==> src/rtl/add_driver_pkg.sv <==
// add_driver_pkg: shared constants for the add_driver vector-add engine.
//   DATA_W        - width of every data word and of the command bus fields
//   OP_*          - command opcodes carried on the opcode bus
//   BUF_*         - buffer select values carried on the id bus
package add_driver_pkg;

   localparam int unsigned DATA_W = 32;

   localparam logic [DATA_W-1:0] OP_NOP   = 32'd0;
   localparam logic [DATA_W-1:0] OP_WRITE = 32'd1;
   localparam logic [DATA_W-1:0] OP_ADD   = 32'd2;
   localparam logic [DATA_W-1:0] OP_READ  = 32'd3;

   localparam logic [DATA_W-1:0] BUF_A = 32'd1;
   localparam logic [DATA_W-1:0] BUF_B = 32'd2;
   localparam logic [DATA_W-1:0] BUF_C = 32'd3;

endpackage

==> src/rtl/vec_buffer.sv <==
// vec_buffer: DEPTH x DATA_W register file.
//   i_clock - clock, all updates on the rising edge
//   i_reset - synchronous active-high clear of every word
//   i_we    - write enable for word i_addr
//   i_addr  - word address shared by the write and read ports
//   i_wdata - write data
//   o_rdata - asynchronous read of word i_addr (pre-edge value)
module vec_buffer
   import add_driver_pkg::*;
#(
   parameter int unsigned DEPTH = 16,
   parameter int unsigned AW    = $clog2(DEPTH)
) (
   input  logic              i_clock,
   input  logic              i_reset,
   input  logic              i_we,
   input  logic [AW-1:0]     i_addr,
   input  logic [DATA_W-1:0] i_wdata,
   output logic [DATA_W-1:0] o_rdata
);

   logic [DATA_W-1:0] r_mem [DEPTH];

   always_ff @(posedge i_clock) begin
      if (i_reset) begin
         for (int i = 0; i < int'(DEPTH); i++) begin
            r_mem[i] <= '0;
         end
      end else if (i_we) begin
         r_mem[i_addr] <= i_wdata;
      end
   end

   assign o_rdata = r_mem[i_addr];

endmodule

==> src/rtl/add_driver.sv <==
// add_driver: one-command-per-cycle vector-add engine over three buffers A, B, C.
//   clock  - single clock
//   reset  - synchronous active-high; clears all buffers and out
//   opcode - 0 NOP, 1 WRITE, 2 ADD, 3 READ; anything else behaves as NOP
//   id     - buffer select 1=A, 2=B, 3=C; other values write nothing, read 0
//   in     - write data for WRITE
//   addr   - word address, only the low AW bits are used
//   out    - registered result (write echo, sum, or read data)
module add_driver
   import add_driver_pkg::*;
#(
   parameter int unsigned DEPTH = 16,
   parameter int unsigned AW    = $clog2(DEPTH)
) (
   input  logic              clock,
   input  logic              reset,
   input  logic [DATA_W-1:0] opcode,
   input  logic [DATA_W-1:0] id,
   input  logic [DATA_W-1:0] in,
   input  logic [DATA_W-1:0] addr,
   output logic [DATA_W-1:0] out
);

   logic [AW-1:0]     w_a;
   logic [DATA_W-1:0] w_rd_a;
   logic [DATA_W-1:0] w_rd_b;
   logic [DATA_W-1:0] w_rd_c;
   logic [DATA_W-1:0] w_rd_sel;
   logic [DATA_W-1:0] w_sum;
   logic [DATA_W-1:0] w_wdata;
   logic              w_is_write;
   logic              w_is_add;
   logic              w_we_a;
   logic              w_we_b;
   logic              w_we_c;
   logic              w_unused_addr;
   logic [DATA_W-1:0] r_out;

   // Upper address bits are ignored so addresses wrap modulo DEPTH.
   assign w_a           = addr[AW-1:0];
   assign w_unused_addr = ^addr[DATA_W-1:AW];

   assign w_is_write = (opcode == OP_WRITE);
   assign w_is_add   = (opcode == OP_ADD);

   // Operands are the pre-edge buffer values, so in-place accumulate is safe.
   assign w_sum   = w_rd_a + w_rd_b;
   assign w_wdata = w_is_write ? in : w_sum;

   assign w_we_a = (w_is_write || w_is_add) && (id == BUF_A);
   assign w_we_b = (w_is_write || w_is_add) && (id == BUF_B);
   assign w_we_c = (w_is_write || w_is_add) && (id == BUF_C);

   always_comb begin
      w_rd_sel = '0;
      if (id == BUF_A) begin
         w_rd_sel = w_rd_a;
      end else if (id == BUF_B) begin
         w_rd_sel = w_rd_b;
      end else if (id == BUF_C) begin
         w_rd_sel = w_rd_c;
      end
   end

   vec_buffer #(
      .DEPTH (DEPTH),
      .AW    (AW)
   ) u_buf_a (
      .i_clock (clock),
      .i_reset (reset),
      .i_we    (w_we_a),
      .i_addr  (w_a),
      .i_wdata (w_wdata),
      .o_rdata (w_rd_a)
   );

   vec_buffer #(
      .DEPTH (DEPTH),
      .AW    (AW)
   ) u_buf_b (
      .i_clock (clock),
      .i_reset (reset),
      .i_we    (w_we_b),
      .i_addr  (w_a),
      .i_wdata (w_wdata),
      .o_rdata (w_rd_b)
   );

   vec_buffer #(
      .DEPTH (DEPTH),
      .AW    (AW)
   ) u_buf_c (
      .i_clock (clock),
      .i_reset (reset),
      .i_we    (w_we_c),
      .i_addr  (w_a),
      .i_wdata (w_wdata),
      .o_rdata (w_rd_c)
   );

   always_ff @(posedge clock) begin
      if (reset) begin
         r_out <= '0;
      end else begin
         // Invalid ids still echo/sum on WRITE/ADD; READ of them yields 0.
         case (opcode)
            OP_WRITE: r_out <= in;
            OP_ADD:   r_out <= w_sum;
            OP_READ:  r_out <= w_rd_sel;
            default:  r_out <= r_out;
         endcase
      end
   end

   assign out = r_out;

endmodule

==> config.mk <==
export PLATFORM = sky130hd
export DESIGN_NAME = add_driver
export DESIGN_NICKNAME = d
export VERILOG_FILES = /design/src/rtl/add_driver_pkg.sv /design/src/rtl/vec_buffer.sv /design/src/rtl/add_driver.sv
export SDC_FILE = /design/constraint.sdc
export NUM_CORES = 2
export LEC_CHECK = 0
export ABC_AREA = 1
export CORE_ASPECT_RATIO = 1.5
export CORE_MARGIN = 4
export CORE_UTILIZATION = 40
export CTS_BUF_LIST = sky130_fd_sc_hd__clkbuf_8 sky130_fd_sc_hd__clkbuf_16
export DETAILED_ROUTE_END_ITERATION = 10
export SETUP_SLACK_MARGIN = 0.5
export SYNTH_ARGS = -nofsm -noshare
export SYNTH_HDL_FRONTEND = slang
export SYNTH_SLANG_ARGS = --single-unit
==> constraint.sdc <==
create_clock -name clock -period 8.73 [get_ports clock]
set_input_delay 0.873 -clock clock [delete_from_list [all_inputs] [get_ports clock]]
set_output_delay 0.873 -clock clock [all_outputs]
set_load 0.03 [all_outputs]
; ---- Word-level counts from Yosys, hierarchy flattened
; Memories as Yosys holds them, arrays and structs flattened.
; Index checks and enable logic that the tools add are counted.
[op_classes]
n_eq_ne = 6
n_reduce_logical = 8
muxes = 25
n_addsub = 1
[ops]
columns = op, count
row1 = 32-bit two-way mux, 7
row2 = "32-bit by 2-bit equality test with 1-bit output, second input constant", 4
row3 = 32-bit one-hot mux with 3 select lines, 1
row4 = 32-bit OR reduction, 3
row5 = "32-bit by 1-bit equality test with 1-bit output, second input constant", 2
row6 = 32-bit adder, 1
row7 = 1-bit two-way mux, 14
row8 = 4-bit two-way mux, 3
row9 = 1-bit logical AND, 3
row10 = 3-bit nonzero test, 1
row11 = 1-bit logical OR, 1
[word_totals]
out_inout_bits = 32
ramBits = 1536
register_bits = 32
mem_count = 3
[memory_table]
columns = memory, depth, word_bits, rd, rd_ports_with_merged_regs, wr, line_no
row1 = u_buf_a.r_mem, 16, 32, 1, 0, 16, vec_buffer.sv:22  ; logic [DATA_W-1:0] r_mem [DEPTH];
row2 = u_buf_b.r_mem, 16, 32, 1, 0, 16, vec_buffer.sv:22
row3 = u_buf_c.r_mem, 16, 32, 1, 0, 16, vec_buffer.sv:22

; ---- Logic depth before layout (Yosys ltp)
[depth]
word_depth = 8
mapped_depth = 28
depth_no_buf = 24

; ---- By module
; From an unflattened synthesis, not the netlist that was laid out.
[hier_totals]
cells_unflattened = 9336
hier_area_um2 = 77090.2
[modules_own_cells]
columns = mod, cells_per_inst, instances, area_per_inst_um2
row1 = vec_buffer at u_buf_b ..., 2721, 2, 23725.3
row2 = vec_buffer at u_buf_a, 2721, 1, 23726.5
row3 = add_driver, 1173, 1, 5913.2

; ---- Least setup slack after synthesis
; No wires, ideal clock.
[synth_timing]
path_kind = input -> register
start = in addr[0]
end = mem u_buf_a.r_mem[5][8] (data pin)
t_arrival_ps = 4293
path_buffers = 6
slack_ps = 4171
setup_ps = 266
cell_stages = 23
path_cell_list = buf_2 > clkbuf_1 > nor2_1 > buf_2 > buf_2 > a22oi_1 > nand2_1 > nand2_1 > nand2_1 > nor2_1 > inv_1 > ha_1 > fa_1 > nand3_1 > nand3_1 > nand2_1 > nand3b_1 > xnor2_1 > o21ai_0 > inv_1 > clkbuf_1 > clkbuf_1 > nor2_1
[synth_rtl]
columns = element, line_no
row1 = "start, declared", add_driver.sv:20  ; input logic [DATA_W-1:0] addr,
row2 = "end, declared", vec_buffer.sv:22

==> flow_summary.ini <==
[status]
status = finished clean

[synthesis]
synthTopCellsByCount = nor2_1 (2364), nand2_1 (2067), edfxtp_1 (1536), clkbuf_1 (357), inv_1 (250)
yosysWarnings = 0
muxShareOfSynthArea = 0.000138
synthTopCellsByArea = edfxtp_1 (64%), nor2_1 (12%), nand2_1 (11%)
ys.flop_type = edfxtp_1
netlist_area_um2 = 72300
async_reset_ff_frac = 0
synth_edf_count = 1536
synth_compound_area_frac = 0.0394
synth.avg_cell_area_um2 = 9.45
synth_cell_types = 41
syn-instance-count = 7653
ys_seq_area_frac = 0.647
yosysMostFrequentCell = nor2_1
synth_nets = 7815
synth_xor_xnor_area_share = 0.00133
synthAdderAreaFrac = 0.00564
synth_top_area_share = 0.638
yosys.area_share.simple = 0.257
synth_top_family_by_area = simple AND/OR/NAND/NOR gates
yosysTopAreaCell = edfxtp_1
synth-seq-cells = 1568

[global_routing]
grt_max_degree = 122
grt_pass1_wl_mm = 362
grt_pass1_vias = 52000
antenna_found_initial = 14
grt-ovfl-total = 0
track_usage = 0.264

[floorplan]
die_x_um = 355
die_h_um = 529
core_um2 = 179000
row_count = 190
start_util = 0.403
ios = 162
dieArea_um2 = 188000

[clock_network]
cts_sinks = 1568
insertion_delay_ns = 0.80
post_cts_buffers = 0
cts_hold_buf = 0
htreeDepth = 4
cts_tree = done
clk_pin_slew_ns = 0.07
cts-root-buf = clkbuf_16
cts_repair_resize_count = 0
numCtsBuffers = 144
clockBufferDepth = 3

[timing]
skew_ns = 0.0557
fmax_mhz = 158
tightest_slew_ns = 1.24
fin_crit_sh = 0.723
fin_tns_setup_ns = 0
slew_violations = 0
fin_ws_ns = 2.42
setup_viol = 0
maxSlewHeadroom = 0.173
post-route-min-period_ns = 6.31
finalHoldViolCount = 0
rsz0062_at_grt = no

[power]
clkPwrFrac = 0.341
finalPower_mw = 18.2
p_switching_mw = 5.71
cellInternalPower_mw = 12.5
power_frac_seq = 0.479
max-vdd-ir-drop_v = 0.000217
combinationalPowerShare = 0.180
powerDensity_nw_per_um2 = 226
swShare = 0.314
power_leakage_nw = 31.9

[drt]
initialDrtViolationCount = 7085
drc = 0
first_pass_iters = 6
drtAntennaViolNets = 0
vias = 55500
wire_per_inst_um = 25.2
vias_per_cell = 5.52
drt_wl_total_mm = 254

[finish]
fin_nets = 7695
nFillCells = 17000
syn2layout_area_growth_pct = 11.2
drive_gt1_frac = 0.0573
fin_util = 0.448
final_cell_area_um2 = 80400

[flow_run]
cap_viol_max_count = 0

[worst_setup_path]
reg2reg_depth = 20
end_kind = flip-flop
setup.worst_path.start_class = input pin
r2r_slack_ns = 3.93
worstPathRequired_ns = 9.24
crit_fanout = 84
r2r_start = u_buf_a.r_mem[4][13]$_SDFFCE_PN0P_
critPathLaunch = addr[0]
path_class = input pin to flip-flop
cp-endpoint = u_buf_b.r_mem[15][11]$_SDFFCE_PN0P_
r2r_end = u_buf_a.r_mem[7][22]$_SDFFCE_PN0P_
cp.arrival_ns = 6.82

[place]
hpwl_mm = 158
port_buffers = 133
dp_slack_ns = 1.77
postPlaceCellArea_um2 = 75800
gp_congestion = 0.954

[hold_path]
hp-class = flip-flop to flip-flop
==> power groups by stage <==
stage               combinational [mW]  clock (mW)  sequential, mW
global route                      3.42        6.56            8.72
global placement                  3.17           0            8.84
detailed placement                3.20           0            8.86
finish                            3.27        6.20            8.70
CTS                               3.21        6.26            8.70
floorplan                         1.75           0            8.84
==> placed cells by master (no fill, tap or decap), drive strengths merged, types with 6 or more instances in the layout <==
| master | count |
|---|---|
| a21oi | 108 |
| nand3b | 10 |
| nand3 | 133 |
| nand4 | 157 |
| diode | 13 |
| buf | 168 |
| nor2 | 2367 |
| o21ai | 147 |
| dfxtp | 32 |
| edfxtp | 1536 |
| clkdlybuf4s50 | 131 |
| inv | 294 |
| clkbuf | 150 |
| nand2 | 2080 |
| o22a | 14 |
| ha | 31 |
| xor2 | 6 |
| clkinv | 58 |
| a22oi | 181 |
| bufinv | 6 |
| clkinvlp | 6 |
| nor3 | 6 |
==> through the flow <==
step | hold slack (ns) | std cells
after floorplan | 0.651 | 7653
after global placement | 0.527 | 9787
after detailed placement | 0.531 | 9787
after CTS | 0.552 | 10000
after global routing | 0.579 | 10100
final | 0.548 | 10100
==> cells by family (layout without fill, tap and decap cells) <==
group                      count (synthesis)  count (layout)
buffers and inverters                    820             813
DFF                                     1568            1568
AOI/OAI and AO/OA                        463             463
adders and majority gates                 32              32
muxes                                      1               1
xor gates and xnor gates                  11              11
and+or+nand+nor                         4758            4758
other                                      0              13
==> per-layer routing <==
layer	wire [µm]	track usage	vias up
li1	-	-	24800
met1	92200	0.329	27000
met5	15	0	-
met2	119000	0.425	3054
met3	23300	0.0457	589
met4	19200	0.170	2
==> how the worst min path moves through the flow <==
stage                              startpoint             endpoint  slack [ns]  cells past startpoint
after detailed placement  out[1]$_SDFFE_PP0P_  out[1]$_SDFFE_PP0P_        0.53                      2
after global placement    out[1]$_SDFFE_PP0P_  out[1]$_SDFFE_PP0P_        0.53                      2
after CTS                 out[1]$_SDFFE_PP0P_  out[1]$_SDFFE_PP0P_        0.55                      2
final                     out[1]$_SDFFE_PP0P_  out[1]$_SDFFE_PP0P_        0.55                      2
after global routing      out[1]$_SDFFE_PP0P_  out[1]$_SDFFE_PP0P_        0.58                      2
after floorplan           out[5]$_SDFFE_PP0P_  out[5]$_SDFFE_PP0P_        0.65                      2
==> cell type report <==
type / instances / area [µm²] / area share
Antenna cell: 13 / 32.5 / 0.000405
Clock buffer: 150 / 3720 / 0.0463
Clock inverter: 109 / 828 / 0.0103
Inverter: 255 / 975 / 0.0121
Multi-Input combinational cell: 5265 / 22400 / 0.278
Sequential cell: 1568 / 46800 / 0.582
Tap cell: 2400 / 3000 / 0.0374
Timing Repair Buffer: 299 / 2680 / 0.0334
==> sequential cells by signal, indices dropped and copies added (netlist names) <==
| signal | count |
|---|---|
| u_buf_a.r_mem | 512 |
| out | 32 |
| u_buf_c.r_mem | 512 |
| u_buf_b.r_mem | 512 |
==> worst max-delay path, stage by stage <==
cell and delay [ns]:
buf_4 0.35, nand2_4 0.44, inv_6 0.79, buf_4 0.55, buf_4 0.30, nand2_1 0.08, nand4_1 0.09, nand2_1 0.22
nand4_1 0.24, ha_1 0.30, nand2_1 0.15, inv_1 0.05, a21oi_1 0.14, nand2_1 0.16, nand2_1 0.10, nand2_1 0.22
or2_2 0.37, nand2_1 0.06, nand2_1 0.08, o21ai_4 0.37, buf_4 0.57, nor2_1 0.09
No activity file was read; power rests on OpenSTA's default activity.
